==> config.mk <==
export PLATFORM = sky130hd
export DESIGN_NAME = reg_arbiter
export DESIGN_NICKNAME = d
export VERILOG_FILES = /design/src/rtl/reg_arbiter.sv
export SDC_FILE = /design/constraint.sdc
export NUM_CORES = 1
export LEC_CHECK = 0
export CAP_MARGIN = 20
export CORE_UTILIZATION = 31
export CTS_BUF_LIST = sky130_fd_sc_hd__clkbuf_8 sky130_fd_sc_hd__clkbuf_16
export CTS_CLUSTER_SIZE = 10
export DETAILED_ROUTE_END_ITERATION = 8
export DONT_BUFFER_PORTS = 1
export PLACE_DENSITY = 0.5
export REMOVE_ABC_BUFFERS = 1
export SYNTH_ARGS = -nofsm -noshare
export SYNTH_HDL_FRONTEND = slang
export SYNTH_SLANG_ARGS = --single-unit
==> constraint.sdc <==
create_clock -name clk -period 1.5 [get_ports clk]
set_clock_uncertainty 0.05 [all_clocks]
set_input_delay 0.3 -clock clk [delete_from_list [all_inputs] [get_ports clk]]
set_output_delay 0.3 -clock clk [all_outputs]
set_load 0.01 [all_outputs]
==> src/rtl/reg_arbiter.sv <==
// Two-requester (core, debug) register-file access arbiter.
// Core has priority; debug is forced through after STARVE_MAX contested core grants.
module reg_arbiter #(
  parameter int STARVE_MAX = 4
) (
  input  logic        clk,
  input  logic        rst,
  input  logic        core_req,
  input  logic        core_we,
  input  logic [2:0]  core_dr,
  input  logic [2:0]  core_sr1,
  input  logic [2:0]  core_sr2,
  input  logic [15:0] core_wdata,
  output logic        core_ack,
  output logic [15:0] core_rdata1,
  output logic [15:0] core_rdata2,
  input  logic        dbg_req,
  input  logic        dbg_we,
  input  logic [2:0]  dbg_addr,
  input  logic [15:0] dbg_wdata,
  output logic        dbg_ack,
  output logic [15:0] dbg_rdata,
  output logic        rf_ld,
  output logic [2:0]  rf_dr,
  output logic [2:0]  rf_sr1,
  output logic [2:0]  rf_sr2,
  output logic [15:0] rf_wdata,
  input  logic [15:0] rf_sr1_in,
  input  logic [15:0] rf_sr2_in
);

  localparam logic [3:0] SMAX = 4'(STARVE_MAX);

  typedef enum logic [2:0] {
    IDLE = 3'd0,
    WR   = 3'd1,
    RD   = 3'd2,
    CAP  = 3'd3,
    ACK  = 3'd4
  } state_t;

  state_t     state;
  logic [3:0] starve_cnt;
  logic       own_dbg;
  logic       dbg_wins;

  assign dbg_wins = dbg_req && (!core_req || starve_cnt == SMAX);

  always_ff @(posedge clk or negedge rst) begin
    if (!rst) begin
      state       <= IDLE;
      starve_cnt  <= 4'd0;
      own_dbg     <= 1'b0;
      rf_ld       <= 1'b0;
      rf_dr       <= 3'd0;
      rf_sr1      <= 3'd0;
      rf_sr2      <= 3'd0;
      rf_wdata    <= 16'd0;
      core_ack    <= 1'b0;
      dbg_ack     <= 1'b0;
      core_rdata1 <= 16'd0;
      core_rdata2 <= 16'd0;
      dbg_rdata   <= 16'd0;
    end else begin
      // Register-file drives and acks are single-cycle; clear unless set below.
      rf_ld    <= 1'b0;
      rf_dr    <= 3'd0;
      rf_sr1   <= 3'd0;
      rf_sr2   <= 3'd0;
      rf_wdata <= 16'd0;
      core_ack <= 1'b0;
      dbg_ack  <= 1'b0;
      case (state)
        IDLE: begin
          if (core_req || dbg_req) begin
            own_dbg <= dbg_wins;
            if (dbg_wins) begin
              starve_cnt <= 4'd0;
              if (dbg_we) begin
                state    <= WR;
                rf_ld    <= 1'b1;
                rf_dr    <= dbg_addr;
                rf_wdata <= dbg_wdata;
              end else begin
                state  <= RD;
                rf_sr1 <= dbg_addr;
              end
            end else begin
              if (dbg_req && starve_cnt != SMAX)
                starve_cnt <= starve_cnt + 4'd1;
              if (core_we) begin
                state    <= WR;
                rf_ld    <= 1'b1;
                rf_dr    <= core_dr;
                rf_wdata <= core_wdata;
              end else begin
                state  <= RD;
                rf_sr1 <= core_sr1;
                rf_sr2 <= core_sr2;
              end
            end
          end
        end
        WR: begin
          state    <= ACK;
          core_ack <= !own_dbg;
          dbg_ack  <= own_dbg;
        end
        // Register file registers its read ports, so data lands one cycle after RD.
        RD: state <= CAP;
        CAP: begin
          state    <= ACK;
          core_ack <= !own_dbg;
          dbg_ack  <= own_dbg;
          if (own_dbg) begin
            dbg_rdata <= rf_sr1_in;
          end else begin
            core_rdata1 <= rf_sr1_in;
            core_rdata2 <= rf_sr2_in;
          end
        end
        ACK:     state <= IDLE;
        default: state <= IDLE;
      endcase
    end
  end

endmodule

==> flow_metrics.env, run 1 <==
export IMPL_cts_max_level=3
export IMPL_cellPowerDensity_nw_per_um2=2040
export IMPL_cts_buffers=9
export IMPL_post_syn_instances=270
export IMPL_dieHeight_um=112
export IMPL_areaGrowthSynthToFinish_pct=24.2
export IMPL_globalRoute_totalOverflow=0
export IMPL_critical_path_max_fanout=8
export IMPL_portBuffers=0
export IMPL_flip_flop_and_latch_count_after_synthesis=84
export IMPL_setup_ws_ns=-0.0622
export IMPL_synth_lib_cells_used_distinct=41
export IMPL_area_used_by_multi_input_combinational_logic_um2=1570
export IMPL_fmax_mhz=640
export IMPL_timing_critical_path_required_ns=1.66
export IMPL_post_layout_total_power_mw=9.57
export IMPL_layout_filler_cells=1056
export IMPL_grt_antenna_before_repair=0
export IMPL_finalWeightedCongestion=0.700
export IMPL_layoutNonFillerInstCount=444
export IMPL_drv_max_cap_violation_count=0
export IMPL_violations="hold timing, setup timing"
export IMPL_syn_mean_instance_area_um2=14.0
export IMPL_routed_via_density=5.44
export IMPL_wirelength_um=9700
export IMPL_clkLatencyLatePin_ns=0.33
export IMPL_muxShareOfSynthArea_pct=17.3
export IMPL_tightest_slew_ns=0.358
export IMPL_die_width_um=112
export IMPL_async_reset_ff_share_pct=100
export IMPL_place_detailed_hpwl_um=5670
export IMPL_ir_drop_uv=583
export IMPL_grt_setup_unrepaired="true"
export IMPL_worst_r2r_endpoint="core_rdata2[14]"
export IMPL_crit_slowest_cell="sky130_fd_sc_hd__dfrtp_1"
export IMPL_routedWlPerCell_um=21.9
export IMPL_number_of_flops_mapped_to_enable_cells_by_yosys=0
export IMPL_timing_critical_path_slowest_cell_delay_ns=0.43
export IMPL_worstSetupEndpoint="core_rdata2[14]"
export IMPL_largest_net_degree_at_the_start_of_global_routing=85
export IMPL_design_core_area_um2=11700
export IMPL_post_route_min_period_ns=1.56
export IMPL_cts_tree="done"
export IMPL_setup_worst_path_start_class="flip-flop"
export IMPL_post_synthesis_sequential_area_ratio_pct=55.6
export IMPL_via_count_of_the_routed_design=2415
export IMPL_outcome="finished with violations"
export IMPL_drtAntennaViolNets=0
export IMPL_synth_warnings=0
export IMPL_worst_r2r_setup_slack_ns=-0.06
export IMPL_final_net_count=380
export IMPL_detailedPlace_worstSlack_ns=-0.0661
export IMPL_timing_worst_setup_path_type="flip-flop to flip-flop"
export IMPL_timing_hold_ws_ns=-0.392
export IMPL_cts_sink_count=84
export IMPL_netlist_area_um2=3780
export IMPL_first_global_vias=2581
export IMPL_drcViolationCount=0
export IMPL_endpoint_kind="flip-flop"
export IMPL_timing_final_crit_share_pct=104
export IMPL_worst_setup_path_start="state[2]"
export IMPL_fp_row_count=39
export IMPL_synth_compound_area_share_pct=10.8
export IMPL_timing_critical_path_arrival_ns=1.72
export IMPL_dpl_cell_count=408
export IMPL_global_route_usage_total_pct=15.1
export IMPL_final_hold_viol_count=84
export IMPL_yosys_area_share_xor_xnor_pct=0
export IMPL_p_leak_nw=1.99
export IMPL_effective_utilization_at_floorplan_pct=32.4
export IMPL_global_route_wire_length_before_repair_um=14500
export IMPL_r2r_worst_path_cells=5
export IMPL_initialDrtViolationCount=150
export IMPL_n_antenna_cell=0
export IMPL_cts_max_path_buffers=2
export IMPL_hp_class="input pin to async pin"
export IMPL_slew_violations=0
export IMPL_sequential_cell_area_um2=2100
export IMPL_setup_viol=59
export IMPL_dieArea_um2=12700
export IMPL_detail_route_first_pass_iterations=4
export IMPL_crit_path_cell_trace="nor2b_4, and3b_2, buf_12, buf_16, mux2_4"
export IMPL_drive_gt1_share_pct=44.9
export IMPL_regToRegStartpoint="state[2]"
export IMPL_synth_adder_area_share_pct=0.661
export IMPL_cts_reportedPaths_clkPinSlew_ns=0.06
export IMPL_floorplan_io_pins=158
export IMPL_synthSimpleGateAreaFrac_pct=9.99
export IMPL_yosys_most_used_dff="sky130_fd_sc_hd__dfrtp_1"
export IMPL_dominant_combinational_cell_family_by_area_after_synthesis="multiplexers"
export IMPL_worst_slew_margin_rel_pct=76.0
export IMPL_clock_tree_root_cell="sky130_fd_sc_hd__clkbuf_16"
## timing repair
item                       in CTS  in global routing
pin swaps                      45                 12
hold endpoints to repair       84                 84
setup buffers                  13                  3
gates cloned                    6                  1
resized for setup              28                 20
setup endpoints to repair      68                 65
## worst max-delay path: cells and delay by family, from the launching register on
kind	cells	cell delay [ns]
flops	1	0.43
simple gates	2	0.37
mux	1	0.30
buf+inv	2	0.28
## power breakdown
group | switching, mW | internal, mW
logic | 1.20 | 1.86
clock network | 0.870 | 1.49
registers | 0.991 | 3.16
total | 3.06 | 6.51
## cells in the final DEF (no fill, tap or decap), types with 2 or more instances in the layout
master | synthesis | routed
sky130_fd_sc_hd__bufinv_16 | 0 | 2
sky130_fd_sc_hd__a21oi_2 | 18 | 20
sky130_fd_sc_hd__buf_6 | 7 | 12
sky130_fd_sc_hd__a21oi_1 | 5 | 3
sky130_fd_sc_hd__buf_16 | 0 | 6
sky130_fd_sc_hd__mux2_4 | 30 | 32
sky130_fd_sc_hd__inv_2 | 0 | 2
sky130_fd_sc_hd__buf_12 | 3 | 5
sky130_fd_sc_hd__and2b_1 | 2 | 2
sky130_fd_sc_hd__nand2_2 | 0 | 2
sky130_fd_sc_hd__nor2b_1 | 3 | 3
sky130_fd_sc_hd__o21ai_0 | 4 | 3
sky130_fd_sc_hd__o211ai_1 | 19 | 19
sky130_fd_sc_hd__mux2_2 | 11 | 9
sky130_fd_sc_hd__dfrtp_1 | 84 | 84
sky130_fd_sc_hd__nor2_1 | 2 | 2
sky130_fd_sc_hd__inv_1 | 4 | 4
sky130_fd_sc_hd__mux2_1 | 7 | 7
sky130_fd_sc_hd__clkbuf_16 | 0 | 9
sky130_fd_sc_hd__and3_4 | 0 | 4
sky130_fd_sc_hd__nand2_1 | 5 | 3
sky130_fd_sc_hd__buf_4 | 0 | 15
sky130_fd_sc_hd__o21ai_1 | 1 | 2
sky130_fd_sc_hd__nand4_1 | 25 | 25
## layout make-up
type	instances	area share, %
repair buffers	38	10.9
flip-flops and latches	84	44.7
multi-input cells	159	33.4
inverters	4	0.319
clock inverters	6	1.70
well taps	143	3.81
clock buffers	10	5.09
## worst min path at each step
stage                     startpoint               to  slack, ns
after floorplan                  rst         core_ack      -0.05
after global placement           rst   core_rdata1[1]      -0.04
after detailed placement         rst   core_rdata1[1]      -0.04
after CTS                        rst  core_rdata1[13]      -0.41
after global routing             rst  core_rdata1[13]      -0.41
final                            rst  core_rdata1[13]      -0.39
## cell families (layout without fill, tap and decap cells)
kind of cell	after synthesis	after routing
AOI/OAI and AO/OA	54	54
adders and majority gates	2	2
buffers and inverters	27	58
DFF	84	84
muxes	48	48
and+or+nand+nor	55	55
## registers in the layout, summed over array words and instances (netlist names)
register     cells
dbg_ack          1
starve_cnt       4
rf_sr1           3
rf_ld            1
own_dbg          1
core_rdata1     16
state            3
rf_dr            3
dbg_rdata       16
rf_sr2           3
core_ack         1
core_rdata2     16
rf_wdata        16
## synth_stat cells, types with 3 or more instances
| cell type | count | area [um2] |
|---|---|---|
| sky130_fd_sc_hd__a21oi_1 | 5 | 25.0 |
| sky130_fd_sc_hd__o211ai_1 | 19 | 143 |
| sky130_fd_sc_hd__o21ai_0 | 4 | 20.0 |
| sky130_fd_sc_hd__mux2_1 | 7 | 78.8 |
| sky130_fd_sc_hd__inv_1 | 4 | 15.0 |
| sky130_fd_sc_hd__a21oi_2 | 18 | 158 |
| sky130_fd_sc_hd__nor2b_1 | 3 | 18.8 |
| sky130_fd_sc_hd__nand2_1 | 5 | 18.8 |
| sky130_fd_sc_hd__nand4_1 | 25 | 156 |
| sky130_fd_sc_hd__mux2_2 | 11 | 124 |
| sky130_fd_sc_hd__buf_12 | 3 | 60.1 |
| sky130_fd_sc_hd__buf_6 | 7 | 78.8 |
| sky130_fd_sc_hd__clkbuf_1 | 8 | 30.0 |
| sky130_fd_sc_hd__dfrtp_1 | 84 | 2100 |
| sky130_fd_sc_hd__mux2_4 | 30 | 450 |
| sky130_fd_sc_hd__and3_1 | 4 | 25.0 |
| sky130_fd_sc_hd__buf_2 | 4 | 20.0 |
## stage by stage
step           hold WS, ns  setup TNS, ns  util (%)  instance area (um2)
2_1_floorplan      -0.0456         -38.14         -                 3580
3_3_place_gp       -0.0439        -0.0390      33.7                 3940
3_5_place_dp       -0.0440         -0.945      33.7                 3940
4_1_cts             -0.408          -1.16      39.5                 4610
5_1_grt             -0.414          -5.17      40.3                 4700
6_report            -0.392          -2.38      40.3                 4700
## per-layer routing
metal,GRT usage [%],up-vias,part of all wire [%]
met5,0,-,0
met4,5.78,0,1.1
met3,7.07,10,11
met2,24.4,136,47
met1,17.4,1205,41
li1,-,1064,-
Power figures use the tool's default switching activity.
==> run 2: changes to the inputs <==
--- a/config.mk
+++ b/config.mk
@@ -6,6 +6,7 @@
 export NUM_CORES = 1
 export LEC_CHECK = 0
 export CAP_MARGIN = 20
+export CORE_MARGIN = 4
 export CORE_UTILIZATION = 31
 export CTS_BUF_LIST = sky130_fd_sc_hd__clkbuf_8 sky130_fd_sc_hd__clkbuf_16
 export CTS_CLUSTER_SIZE = 10
==> run 2 against run 1 <==
  * Combinational power hardly changed
  * Largest cell class unchanged
  * Routed wire length is 4.9% higher
  * Final cell count is 0.68% higher
  * Global-route usage is 1.3 points lower
  * Sequential power is 1% higher
  * Clock-buffer cell count stayed put
  * Register-to-register slack hardly changed
  * The flow still finishes with violations (hold timing, setup timing)
==> flow_metrics.env, run 2 (same netlist as run 1, synthesis figures left out) <==
export IMPL_ir_drop_uv=525
export IMPL_timing_final_crit_share_pct=105
export IMPL_floorplan_io_pins=158
export IMPL_areaGrowthSynthToFinish_pct=23.3
export IMPL_fmax_mhz=634
export IMPL_fp_row_count=40
export IMPL_setup_viol=50
export IMPL_power_share_clock_pct=25.0
export IMPL_final_design_area_no_fill_um2=4670
export IMPL_crit_slowest_cell="sky130_fd_sc_hd__or4_4"
export IMPL_detailedPlace_worstSlack_ns=-0.0791
export IMPL_design_core_area_um2=12000
export IMPL_routed_via_density=5.36
export IMPL_post_layout_total_power_mw=9.65
export IMPL_initialDrtViolationCount=163
export IMPL_slew_violations=0
export IMPL_post_route_min_period_ns=1.58
export IMPL_effective_utilization_at_floorplan_pct=31.6
export IMPL_wirelength_um=10200
export IMPL_drcViolationCount=0
export IMPL_power_switching_share_pct=32.5
export IMPL_global_route_usage_total_pct=13.8
export IMPL_timing_critical_path_slowest_cell_delay_ns=0.58
export IMPL_first_global_vias=2575
export IMPL_grt_antenna_before_repair=0
export IMPL_cts_tree="done"
export IMPL_cts_max_path_buffers=2
export IMPL_clock_tree_root_cell="sky130_fd_sc_hd__clkbuf_16"
export IMPL_die_width_um=118
export IMPL_dieHeight_um=118
export IMPL_setup_worst_path_start_class="flip-flop"
export IMPL_drtAntennaViolNets=0
export IMPL_cts_max_level=3
export IMPL_cellPowerDensity_nw_per_um2=2070
export IMPL_outcome="finished with violations"
export IMPL_place_detailed_hpwl_um=6390
export IMPL_p_leak_nw=1.96
export IMPL_cts_reportedPaths_clkPinSlew_ns=0.06
export IMPL_grt_setup_unrepaired="true"
export IMPL_pwr_share_comb_pct=31.4
export IMPL_layout_core_utilization_pct=39.0
export IMPL_detail_route_first_pass_iterations=4
export IMPL_timing_worst_setup_path_type="flip-flop to flip-flop"
export IMPL_cts_buffers=9
export IMPL_endpoint_kind="flip-flop"
export IMPL_global_route_wire_length_before_repair_um=15300
export IMPL_drive_gt1_share_pct=45.0
export IMPL_path_buf_inv=2
export IMPL_layout_cells_most_common_list="sky130_fd_sc_hd__dfrtp_1, sky130_fd_sc_hd__mux2_4, sky130_fd_sc_hd__nand4_1"
export IMPL_finalWeightedCongestion=0.719
export IMPL_portBuffers=0
export IMPL_dieArea_um2=14000
export IMPL_setup_ws_ns=-0.0761
export IMPL_routedWlPerCell_um=22.8
export IMPL_switchingPower_mw=3.14
export IMPL_largest_net_degree_at_the_start_of_global_routing=85
export IMPL_timing_critical_path_arrival_ns=1.78
export IMPL_tightest_slew_ns=0.506
export IMPL_share_seq_of_total_power_pct=43.5
export IMPL_layout_cells_most_common="sky130_fd_sc_hd__dfrtp_1"
export IMPL_globalRoute_totalOverflow=0
export IMPL_clkLatencyLatePin_ns=0.33
export IMPL_cts_sink_count=84
export IMPL_worst_slew_margin_rel_pct=65.9
export IMPL_n_antenna_cell=0
export IMPL_via_count_of_the_routed_design=2394
export IMPL_hp_class="input pin to async pin"
export IMPL_internal_power_mw=6.52
export IMPL_timing_hold_ws_ns=-0.386
export IMPL_timing_critical_path_required_ns=1.71
export IMPL_place_area_um2=3980
export IMPL_worst_path_top_cell_family_by_delay="simple AND/OR/NAND/NOR gates"
export IMPL_crit_path_cell_trace="buf_4, or4_4, clkbuf_16, a21oi_2"
export IMPL_fin_setup_tns_ns=-2.29
export IMPL_final_hold_viol_count=84
export IMPL_final_net_count=379
export IMPL_violations="hold timing, setup timing"
export IMPL_critical_path_max_fanout=6
export IMPL_drv_max_cap_violation_count=0
run 2: cell types whose count changed in the layout (fill, tap and decap cells not counted), sizes merged:
cell      before  now
clkinvlp       1    3
clkbuf        10   14
inv            6    4
buf           38   33
run 2: final timing paths:
kind                       depth (start not counted)  slack, ns          start             end
setup / recovery                                   4      -0.08       state[0]     rf_wdata[9]
hold / removal                                     0      -0.39            rst  core_rdata1[4]
setup reg to reg                                   4      -0.08       state[0]     rf_wdata[9]
hold reg to reg                                    2       0.52        own_dbg        core_ack
max in group asynchronous                          0       1.66            rst     rf_wdata[6]
min in group clk                                   1       0.05  rf_sr1_in[14]   dbg_rdata[14]
run 2: routing by layer:
layer	GRT usage, %	wire, um
met4	4.71	119
met3	6.94	1210
met2	20.5	4730
met5	0	0
met1	17.4	4110
run 2: metrics by stage:
step / std cells / hold WS [ns]
floorplan: 247 / -0.0456
global placement: 416 / -0.0436
detailed placement: 416 / -0.0436
global route: 447 / -0.410
finish: 447 / -0.386
CTS: 435 / -0.406
run 2: timing repair:
action / in CTS / in global routing
buffers inserted: 2 / 6
gates cloned: 1 / 6
pin swaps: 14 / 18
endpoints found under the hold margin: 84 / 84
gates resized for setup: 15 / 16
endpoints found under the setup margin: 70 / 72
run 2: worst register-to-register path, cell delays in order (launching register included):
cell and delay, ns:
sky130_fd_sc_hd__dfrtp_1 0.41, sky130_fd_sc_hd__buf_4 0.15, sky130_fd_sc_hd__or4_4 0.58, sky130_fd_sc_hd__clkbuf_16 0.21, sky130_fd_sc_hd__a21oi_2 0.10
run 2: area by class of cell:
type,count,area [um2]
clock inverter,6,87.6
clock buffer,10,239
timing repair buffer,37,473
sequential,84,2100
multi-input combinational,159,1570
inverter,4,15.0
fill,1122,7290
tap,147,184
run 2: power groups by stage:
stage / Combinational, mW / Sequential [mW] / Clock, mW
CTS: 2.55 / 4.22 / 2.49
global placement: 2.29 / 4.24 / 0
detailed placement: 2.37 / 4.23 / 0
floorplan: 1.67 / 4.06 / 0
finish: 3.04 / 4.20 / 2.42
global route: 3.27 / 4.33 / 2.61
